File: src/rtl/per2axi_core_arbiter.sv
// Round-robin arbiter sharing the per2axi request channel between NB_CORES requesters,
// with per-core outstanding limits. Define PER2AXI_ARB_LR_LOCK_EN to hold arbitration across LR/SC pairs.
module per2axi_core_arbiter #(
    parameter int unsigned NB_CORES        = 4,
    parameter int unsigned PER_ADDR_WIDTH  = 32,
    parameter int unsigned PER_ID_WIDTH    = 5,
    parameter int unsigned AXI_ID_WIDTH    = 3,
    parameter int unsigned MAX_OUTSTANDING = 4,
    parameter int unsigned LOCK_TIMEOUT    = 64
) (
    input  logic                                     clk_i,
    input  logic                                     rst_ni,
    input  logic [NB_CORES-1:0]                      core_req_i,
    input  logic [NB_CORES-1:0][PER_ADDR_WIDTH-1:0]  core_add_i,
    input  logic [NB_CORES-1:0]                      core_we_i,
    input  logic [NB_CORES-1:0][5:0]                 core_atop_i,
    input  logic [NB_CORES-1:0][31:0]                core_wdata_i,
    input  logic [NB_CORES-1:0][3:0]                 core_be_i,
    output logic [NB_CORES-1:0]                      core_gnt_o,
    output logic                                     per_req_o,
    output logic [PER_ADDR_WIDTH-1:0]                per_add_o,
    output logic                                     per_we_o,
    output logic [5:0]                               per_atop_o,
    output logic [31:0]                              per_wdata_o,
    output logic [3:0]                               per_be_o,
    output logic [PER_ID_WIDTH-1:0]                  per_id_o,
    input  logic                                     per_gnt_i,
    input  logic                                     rsp_valid_i,
    input  logic [AXI_ID_WIDTH-1:0]                  rsp_id_i,
    output logic                                     lock_active_o
);

    localparam int unsigned CNT_W = $clog2(MAX_OUTSTANDING + 1);
    localparam int unsigned PTR_W = (NB_CORES > 1) ? $clog2(NB_CORES) : 1;

    logic [PTR_W-1:0]               r_ptr;
    logic [NB_CORES-1:0][CNT_W-1:0] r_cnt;

    logic [NB_CORES-1:0] w_elig;
    logic [NB_CORES-1:0] w_lock_ok;
    logic [NB_CORES-1:0] w_inc;
    logic [NB_CORES-1:0] w_dec;
    logic [PTR_W-1:0]    w_win;
    logic [PTR_W-1:0]    w_idx;
    logic                w_found;
    logic                w_accept;

`ifdef PER2AXI_ARB_LR_LOCK_EN
    // atop[5] flags an atomic, atop[4:0] carries the riscv_defines AMO opcode
    localparam logic [5:0]  ATOP_LR = 6'b100010;
    localparam logic [5:0]  ATOP_SC = 6'b100011;
    localparam int unsigned TMR_W   = (LOCK_TIMEOUT > 1) ? $clog2(LOCK_TIMEOUT) : 1;

    typedef enum logic {
        LOCK_IDLE   = 1'b0,
        LOCK_LOCKED = 1'b1
    } lock_state_t;

    lock_state_t      r_lock_state;
    lock_state_t      w_lock_state_nxt;
    logic [PTR_W-1:0] r_owner;
    logic [PTR_W-1:0] w_owner_nxt;
    logic [TMR_W-1:0] r_timer;
    logic [TMR_W-1:0] w_timer_nxt;
    logic             w_win_lr;
    logic             w_win_sc;

    always_ff @(posedge clk_i or negedge rst_ni) begin
        if (!rst_ni) begin
            r_lock_state <= LOCK_IDLE;
            r_owner      <= '0;
            r_timer      <= '0;
        end else begin
            r_lock_state <= w_lock_state_nxt;
            r_owner      <= w_owner_nxt;
            r_timer      <= w_timer_nxt;
        end
    end

    // While locked, an owner SC releases first, an owner LR restarts the timer, else time out
    always_comb begin
        w_lock_state_nxt = r_lock_state;
        w_owner_nxt      = r_owner;
        w_timer_nxt      = r_timer;
        w_win_lr         = w_accept && (core_atop_i[w_win] == ATOP_LR);
        w_win_sc         = w_accept && (core_atop_i[w_win] == ATOP_SC);
        case (r_lock_state)
            LOCK_IDLE: begin
                if (w_win_lr) begin
                    w_lock_state_nxt = LOCK_LOCKED;
                    w_owner_nxt      = w_win;
                    w_timer_nxt      = '0;
                end
            end
            LOCK_LOCKED: begin
                if (w_win_sc) begin
                    w_lock_state_nxt = LOCK_IDLE;
                end else if (w_win_lr) begin
                    w_timer_nxt = '0;
                end else if (r_timer == TMR_W'(LOCK_TIMEOUT - 1)) begin
                    w_lock_state_nxt = LOCK_IDLE;
                end else begin
                    w_timer_nxt = r_timer + TMR_W'(1);
                end
            end
            default: w_lock_state_nxt = LOCK_IDLE;
        endcase
    end

    always_comb begin
        w_lock_ok = '0;
        for (int k = 0; k < NB_CORES; k++) begin
            w_lock_ok[k] = (r_lock_state == LOCK_IDLE) || (r_owner == PTR_W'(k));
        end
    end

    assign lock_active_o = (r_lock_state == LOCK_LOCKED);
`else
    assign w_lock_ok     = '1;
    assign lock_active_o = 1'b0;
`endif

    // Eligibility is forced low during reset so the shared bus stays quiet
    always_comb begin
        w_elig = '0;
        for (int k = 0; k < NB_CORES; k++) begin
            w_elig[k] = rst_ni && core_req_i[k] && w_lock_ok[k] &&
                        (r_cnt[k] < CNT_W'(MAX_OUTSTANDING));
        end
    end

    // First eligible core at or after r_ptr, wrapping
    always_comb begin
        w_found = 1'b0;
        w_win   = '0;
        w_idx   = '0;
        for (int i = 0; i < NB_CORES; i++) begin
            w_idx = PTR_W'((int'(r_ptr) + i) % int'(NB_CORES));
            if (!w_found && w_elig[w_idx]) begin
                w_found = 1'b1;
                w_win   = w_idx;
            end
        end
    end

    assign w_accept = w_found && per_gnt_i;

    always_comb begin
        per_req_o   = w_found;
        per_add_o   = '0;
        per_we_o    = 1'b0;
        per_atop_o  = '0;
        per_wdata_o = '0;
        per_be_o    = '0;
        per_id_o    = '0;
        core_gnt_o  = '0;
        if (w_found) begin
            per_add_o   = core_add_i[w_win];
            per_we_o    = core_we_i[w_win];
            per_atop_o  = core_atop_i[w_win];
            per_wdata_o = core_wdata_i[w_win];
            per_be_o    = core_be_i[w_win];
            per_id_o    = PER_ID_WIDTH'(1) << w_win;
            if (per_gnt_i) begin
                core_gnt_o = NB_CORES'(1) << w_win;
            end
        end
    end

    // Responses for unknown cores or empty counters are dropped
    always_comb begin
        w_inc = '0;
        w_dec = '0;
        for (int k = 0; k < NB_CORES; k++) begin
            w_inc[k] = w_accept && (w_win == PTR_W'(k));
            w_dec[k] = rsp_valid_i && (rsp_id_i == AXI_ID_WIDTH'(k)) && (r_cnt[k] != '0);
        end
    end

    always_ff @(posedge clk_i or negedge rst_ni) begin
        if (!rst_ni) begin
            r_ptr <= '0;
            r_cnt <= '0;
        end else begin
            if (w_accept) begin
                r_ptr <= (w_win == PTR_W'(NB_CORES - 1)) ? '0 : w_win + PTR_W'(1);
            end
            for (int k = 0; k < NB_CORES; k++) begin
                if (w_inc[k] && !w_dec[k]) begin
                    r_cnt[k] <= r_cnt[k] + CNT_W'(1);
                end else if (w_dec[k] && !w_inc[k]) begin
                    r_cnt[k] <= r_cnt[k] - CNT_W'(1);
                end
            end
        end
    end

endmodule

File: config.mk
export PLATFORM = sky130hd
export DESIGN_NAME = per2axi_core_arbiter
export DESIGN_NICKNAME = d
export VERILOG_FILES = /design/src/rtl/per2axi_core_arbiter.sv
export SDC_FILE = /design/constraint.sdc
export NUM_CORES = 1
export LEC_CHECK = 0
export BUFFER_PORTS_ARGS = -buffer_cell sky130_fd_sc_hd__buf_2
export CAP_MARGIN = 20
export CORE_AREA = 3 3 154 156
export DETAILED_ROUTE_END_ITERATION = 8
export DIE_AREA = 0 0 157 159
export GPL_TIMING_DRIVEN = 1
export PLACE_DENSITY = 0.55
export SLEW_MARGIN = 5
export SYNTH_ARGS = -nofsm -noshare
export SYNTH_HDL_FRONTEND = slang
export SYNTH_SLANG_ARGS = --single-unit
File: constraint.sdc
create_clock -name clk_i -period 2.69 [get_ports clk_i]
set_input_delay 0.4035 -clock clk_i [delete_from_list [all_inputs] [get_ports clk_i]]
set_output_delay 0.4035 -clock clk_i [all_outputs]
set_load 0.01 [all_outputs]
==> Yosys cells after proc, flatten, opt, wreduce, memory -nomap -nowiden <==
Index checks and enable logic that the tools add are counted.
{ "classes": {"magnitude_cmp": 9, "reduce_logical": 53, "shifts": 2, "n_eq_ne": 6, "mux": 43, "add_sub_neg": 12} }
{ "op_table": {"columns": ["op", "n"], "rows": [
  ["$bmux W32 S2", 2],
  ["$mux W32", 4],
  ["$logic_and A1 B1 Y1", 32],
  ["$mux W3", 8],
  ["$mux W4", 4],
  ["$lt A2 B3 Y1 const B", 5],
  ["$add A3 B1 Y3 const B", 4],
  ["$bmux W6 S2", 1],
  ["$lt A3 B3 Y1 const B", 4],
  ["$mux W6", 2],
  ["$reduce_bool A3 Y1", 4],
  ["$sub A3 B1 Y3 const B", 4],
  ["$logic_not A1 Y1", 11],
  ["$bmux W1 S2", 5],
  ["$mux W1", 10],
  ["$mux W2", 5],
  ["$bmux W4 S2", 1],
  ["$reduce_bool A2 Y1", 4],
  ["$eq A3 B2 Y1 const B", 2],
  ["$mux W5", 1],
  ["$shl A1 B2 Y5 const A", 1],
  ["$add A2 B1 Y2 const B", 2],
  ["$add A2 B2 Y2 const B", 2],
  ["$eq A2 B2 Y1 const B", 2],
  ["other kinds (5)", 5]
]} }
{ "word_totals": {"register_bits": 14, "input_bits": 311, "wordCells": 130, "output_inout_bits": 86} }

==> Longest topological paths before layout <==
{ "logic_depth": {"depth_word": 20, "mapped_depth": 16, "mapped_depth_nobuf": 13} }

==> Worst setup path after synthesis <==
No wires, ideal clock.
{ "synth_path": {"kind": "input to register", "startpoint": "in core_req_i[0]", "endpoint": "reg r_cnt[7] in the netlist's numbering", "n_path_buf": 3, "required_time_ns": 2.565, "setup_time_ns": 0.125, "t_arrival_ns": 2.891, "path_stages": 14, "slack_ns": -0.325, "cell_sequence": "nor2b_2 > maj3_2 > o221ai_1 > and2_1 > buf_6 > buf_12 > buf_6 > inv_1 > ha_1 > and3_1 > ha_1 > inv_1 > fa_1 > mux2_2"} }
{ "synth_between": {"elab_chain_len": 19, "word_cells_on_any_way": 32, "cone_classes": "1 x eq/ne; 17 x mux; 14 x reduce/logical"} }
{ "synth_lines": {"columns": ["element", "line_no", "source"], "rows": [
  ["from (decl)", "13", "input logic [NB_CORES-1:0] core_req_i,"],
  ["$logic_and A1 B1 Y1 (*) (2 in a row)", "127", "w_elig[k] = rst_ni && core_req_i[k] && w_lock_ok[k] &&"],
  ["$bmux W1 S2", "139", "if (!w_found && w_elig[w_idx]) begin"],
  ["$mux W1 (implied by the code)", "139", null],
  ["$mux W1", "139", null],
  ["$logic_not A1 Y1", "139", null],
  ["$logic_and A1 B1 Y1", "139", null],
  ["$mux W1", "139", null],
  ["$logic_not A1 Y1", "139", null],
  ["[... 2 more ...]", null, null],
  ["$logic_not A1 Y1", "139", null],
  ["$logic_and A1 B1 Y1", "139", null],
  ["$mux W2 or $mux W1 (tied branches)", "139", null],
  ["$eq A2 B2 Y1 or $logic_and A1 B1 Y1 (tied branches)", "175, 146", null],
  ["$logic_and A1 B1 Y1 (*)", "175", "w_inc[k] = w_accept && (w_win == PTR_W'(k));"],
  ["$logic_not A1 Y1", "191", "end else if (w_dec[k] && !w_inc[k]) begin"],
  ["$logic_and A1 B1 Y1", "191", null],
  ["$reduce_bool A2 Y1 (no line)", null, null],
  ["to (signal, indexed assignment)", "190", "r_cnt[k] <= r_cnt[k] + CNT_W'(1);"],
  ["to (signal, indexed assignment)", "192", "r_cnt[k] <= r_cnt[k] - CNT_W'(1);"],
  ["to (decl)", "37", "logic [NB_CORES-1:0][CNT_W-1:0] r_cnt;"]
]} }
Every way passes the cells marked *; elsewhere a longest branch is shown, timed or not. The select of a mux whose other input is x is not followed.
A chain may end at the register's enable or synchronous reset.

==> Worst setup path in the final report <==
{ "layout_path": {"startpoint": "reg r_cnt[2] in the netlist's numbering", "endpoint": "out per_wdata_o[10]"} }
{ "layout_between": {"elab_chain_len": 17, "word_cells_on_any_way": 27, "cone_classes": "1 x order compare; 19 x mux; 7 x reduce/logical"} }
{ "layout_lines": {"columns": ["element", "line_no", "source"], "rows": [
  ["$lt A3 B3 Y1 (*)", "128", "(r_cnt[k] < CNT_W'(MAX_OUTSTANDING));"],
  ["$logic_and A1 B1 Y1 (*)", "127", null],
  ["$bmux W1 S2", "139", null],
  ["$mux W1 (implied by the code)", "139", null],
  ["$mux W1", "139", null],
  ["$logic_not A1 Y1", "139", null],
  ["$logic_and A1 B1 Y1", "139", null],
  ["$mux W1", "139", null],
  ["$logic_not A1 Y1", "139", null],
  ["$logic_and A1 B1 Y1", "139", null],
  ["$mux W1", "139", null],
  ["$logic_not A1 Y1", "139", null],
  ["$logic_and A1 B1 Y1", "139", null],
  ["$mux W2", "139", null],
  ["$bmux W32 S2", "161", "per_wdata_o = core_wdata_i[w_win];"],
  ["$mux W32 (implied by the code)", "161", null],
  ["$mux W32 (*)", "157", "if (w_found) begin"],
  ["to (decl)", "24", "output logic [31:0] per_wdata_o,"]
]} }
Marked as above.

==> results.sh <==
export IMPL_status="finished with violations"
export IMPL_violations="negative setup slack"
export IMPL_wl_per_cell_um=20.5
export IMPL_ys_top_cells_by_area="mux4_2, and2_1, dfrtp_1"
export IMPL_p_per_area_nw_per_um2=762
export IMPL_cp_start_kind="flop"
export IMPL_antenna_found_initial=2
export IMPL_yosysTopAreaCell="mux4_2"
export IMPL_switching_share_pct=39.8
export IMPL_internal_power_mw=3.47
export IMPL_drt_total_wl_um=22100
export IMPL_combPwrFrac_pct=86.8
export IMPL_dieArea_um2=25000
export IMPL_drt_pass1_iter_count=4
export IMPL_synth_seq_area_share_pct=9.04
export IMPL_synth_cell_types=36
export IMPL_hold_path_class="in -> async"
export IMPL_yosysTopAreaCellShare_pct=43.6
export IMPL_syn_inst=361
export IMPL_max_slew_margin_rel_pct=63.3
export IMPL_nets=1112
export IMPL_grt_start_max_net_pins=76
export IMPL_synth_ff_type="dfrtp_1"
export IMPL_drtIter0Drc=255
export IMPL_rows=55
export IMPL_vias_per_cell=4.43
export IMPL_cp_required_ns=2.29
export IMPL_syn_avg_cell_area_um2=10.7
export IMPL_clk_pin_slew_worst_paths_ns=0.05
export IMPL_dp_hpwl_um=16900
export IMPL_power_switching_mw=2.29
export IMPL_path_class="reg -> out"
export IMPL_cts_sinks=14
export IMPL_cts_max_level=1
export IMPL_cts_buffers_inserted=3
export IMPL_grt_pass1_wl_um=29800
export IMPL_grt_pass1_vias=4852
export IMPL_place_inst=1039
export IMPL_arrival_ns=2.41
export IMPL_root_buffer="clkbuf_16"
export IMPL_overflow=0
export IMPL_initial_core_util_pct=17.2
export IMPL_final_cells=1075
export IMPL_place_ws_ns=-0.148
export IMPL_hold_violations=0
export IMPL_drv_slew=0
export IMPL_pwr_share_seq_pct=7.7
export IMPL_clock_fmax_ghz=0.356
export IMPL_clock_path_buffers=2
export IMPL_async_flop_share_pct=100
export IMPL_drv_cap=0
export IMPL_fin_ws_ns=-0.119
export IMPL_die_y_um=159
export IMPL_worst_path_max_fanout=7
export IMPL_grt_setup_unrepaired="true"
export IMPL_io_buffers=394
export IMPL_cts_tree="built"
export IMPL_setup_violations=82
export IMPL_vdd_drop_max_mv=0.386
export IMPL_yosys_warnings=0
export IMPL_ios=397
export IMPL_gp_congestion=0.998
export IMPL_tightestPinTransition_ns=0.544
export IMPL_yosys_register_bits=14
export IMPL_setup_tns_ns=-6.04
export IMPL_die_x_um=157
export IMPL_synth_area_um2=3870
export IMPL_clk_latency_ns=0.24
export IMPL_drive_above_1_share_pct=75.4
export IMPL_postRouteAntennaNets=0
export IMPL_total_power_mw=5.77
export IMPL_min_period_ns=2.81
export IMPL_grt_use_total_pct=15.4
export IMPL_final_fill_count=2335
export IMPL_vias=4764
export IMPL_drc=0
export IMPL_leakage_nw=3.58
export IMPL_cp_end_kind="output pin"
export IMPL_skew_ns=0.00358
export IMPL_core_um2=22500
export IMPL_syn2layout_area_growth_pct=95.3
export IMPL_period_share_pct=104
export IMPL_clock_power_share_pct=5.5
export IMPL_synth_edff_count=0
worst paths after layout:
| path | start | endpoint | slack, ns | cells after the start |
|---|---|---|---|---|
| max | r_cnt[2] | per_wdata_o[10] | -0.12 | 8 |
| min | rst_ni | r_cnt[11] | 0.20 | 2 |
| max reg2reg | r_cnt[2] | r_cnt[1] | -0.08 | 13 |
| min reg2reg | r_cnt[9] | r_cnt[9] | 0.54 | 1 |
| max in group asynchronous | rst_ni | r_ptr[1] | 1.94 | 2 |
| min in group clk_i | r_cnt[9] | r_cnt[9] | 0.54 | 1 |
timing repair:
| action | CTS | global route |
|---|---|---|
| pin swaps | 9 | 17 |
| gates cloned | 4 | 8 |
| setup endpoints to repair | 79 | 85 |
| resized for setup | 39 | 90 |
| hold endpoints to repair | 2 | 0 |
| buffers inserted | 7 | 11 |
| hold buffers | 1 | 0 |
per-layer routing:
metal	wire length, µm	vias to the layer above	track usage, %
li1	-	2176	-
met1	8660	2306	18.8
met2	11200	250	28.2
met3	1650	32	3.15
met4	610	0	2.63
met5	0	-	0
registers in the layout, indices dropped and copies added, names as in the netlist:
name and cells:
r_cnt 12, r_ptr 2
cell type report:
class | count | area [µm²] | share of cell area, %
Multi-Input combinational cell | 304 | 3540 | 46.8
Timing Repair Buffer | 459 | 3180 | 42.1
Tap cell | 285 | 357 | 4.71
Sequential cell | 14 | 350 | 4.63
Clock buffer | 4 | 88.8 | 1.17
Inverter | 7 | 38.8 | 0.513
Antenna cell | 2 | 5.00 | 0.0662
stage by stage:
stage	utilization [%]	instance area [µm²]	hold WS, ns
finish	33.6	7560	0.203
detailed placement	28.9	6500	0.241
global placement	28.9	6500	0.242
global route	33.6	7560	0.228
CTS	30.8	6940	0.210
floorplan	-	4030	0.108
Yosys cell counts, types with 2 or more instances:
cell and number:
and2_1 114, mux4_2 75, and2_0 41, clkbuf_1 21, dfrtp_1 14, and3_1 8, ha_1 8, xor2_1 8
buf_4 7, inv_1 7, nor2_1 6, buf_2 5, mux2_2 5, fa_1 4, nand2_1 4, xnor2_1 4
nand2b_1 3, nor2b_1 3, nor3_1 3, a211oi_1 2, buf_6 2, o211ai_1 2, o21ai_0 2
layout by cell type (no fill, tap or decap), types with 12 or more instances in the layout:
cell type / netlist / layout
and2_0: 41 / 32
and2_1: 114 / 109
and2_4: 0 / 14
buf_12: 1 / 12
buf_2: 5 / 344
buf_4: 7 / 27
buf_6: 2 / 61
dfrtp_1: 14 / 14
mux4_2: 75 / 75
worst max-delay path: stages, from the launching register on:
cell       delay [ns]
dfrtp_1          0.41
nor2b_4          0.07
buf_4            0.13
o41a_4           0.40
buf_12           0.17
clkbuf_16        0.16
and2_1           0.15
mux4_2           0.50
buf_6            0.16
cells by family after synthesis:
group                      count (synthesis)  synth area share, %
adders and majority gates                 13                 4.94
xor gates and xnor gates                  12                 2.71
muxes                                     81                 45.3
buffers and inverters                     44                 6.20
DFF                                       14                 9.04
and+or+nand+nor                          186                 29.8
other                                      1               0.0968
AOI/OAI and AO/OA                         10                 1.91
power groups by stage:
| stage | registers (mW) | clock network (mW) | logic [mW] |
|---|---|---|---|
| 2_1_floorplan | 0.426 | 0 | 2.39 |
| 3_3_place_gp | 0.435 | 0 | 3.84 |
| 3_5_place_dp | 0.439 | 0 | 3.85 |
| 4_1_cts | 0.444 | 0.322 | 4.37 |
| 5_1_grt | 0.465 | 0.334 | 5.36 |
| 6_report | 0.446 | 0.315 | 5.00 |
Note: power is estimated with default switching activity, not from simulation.
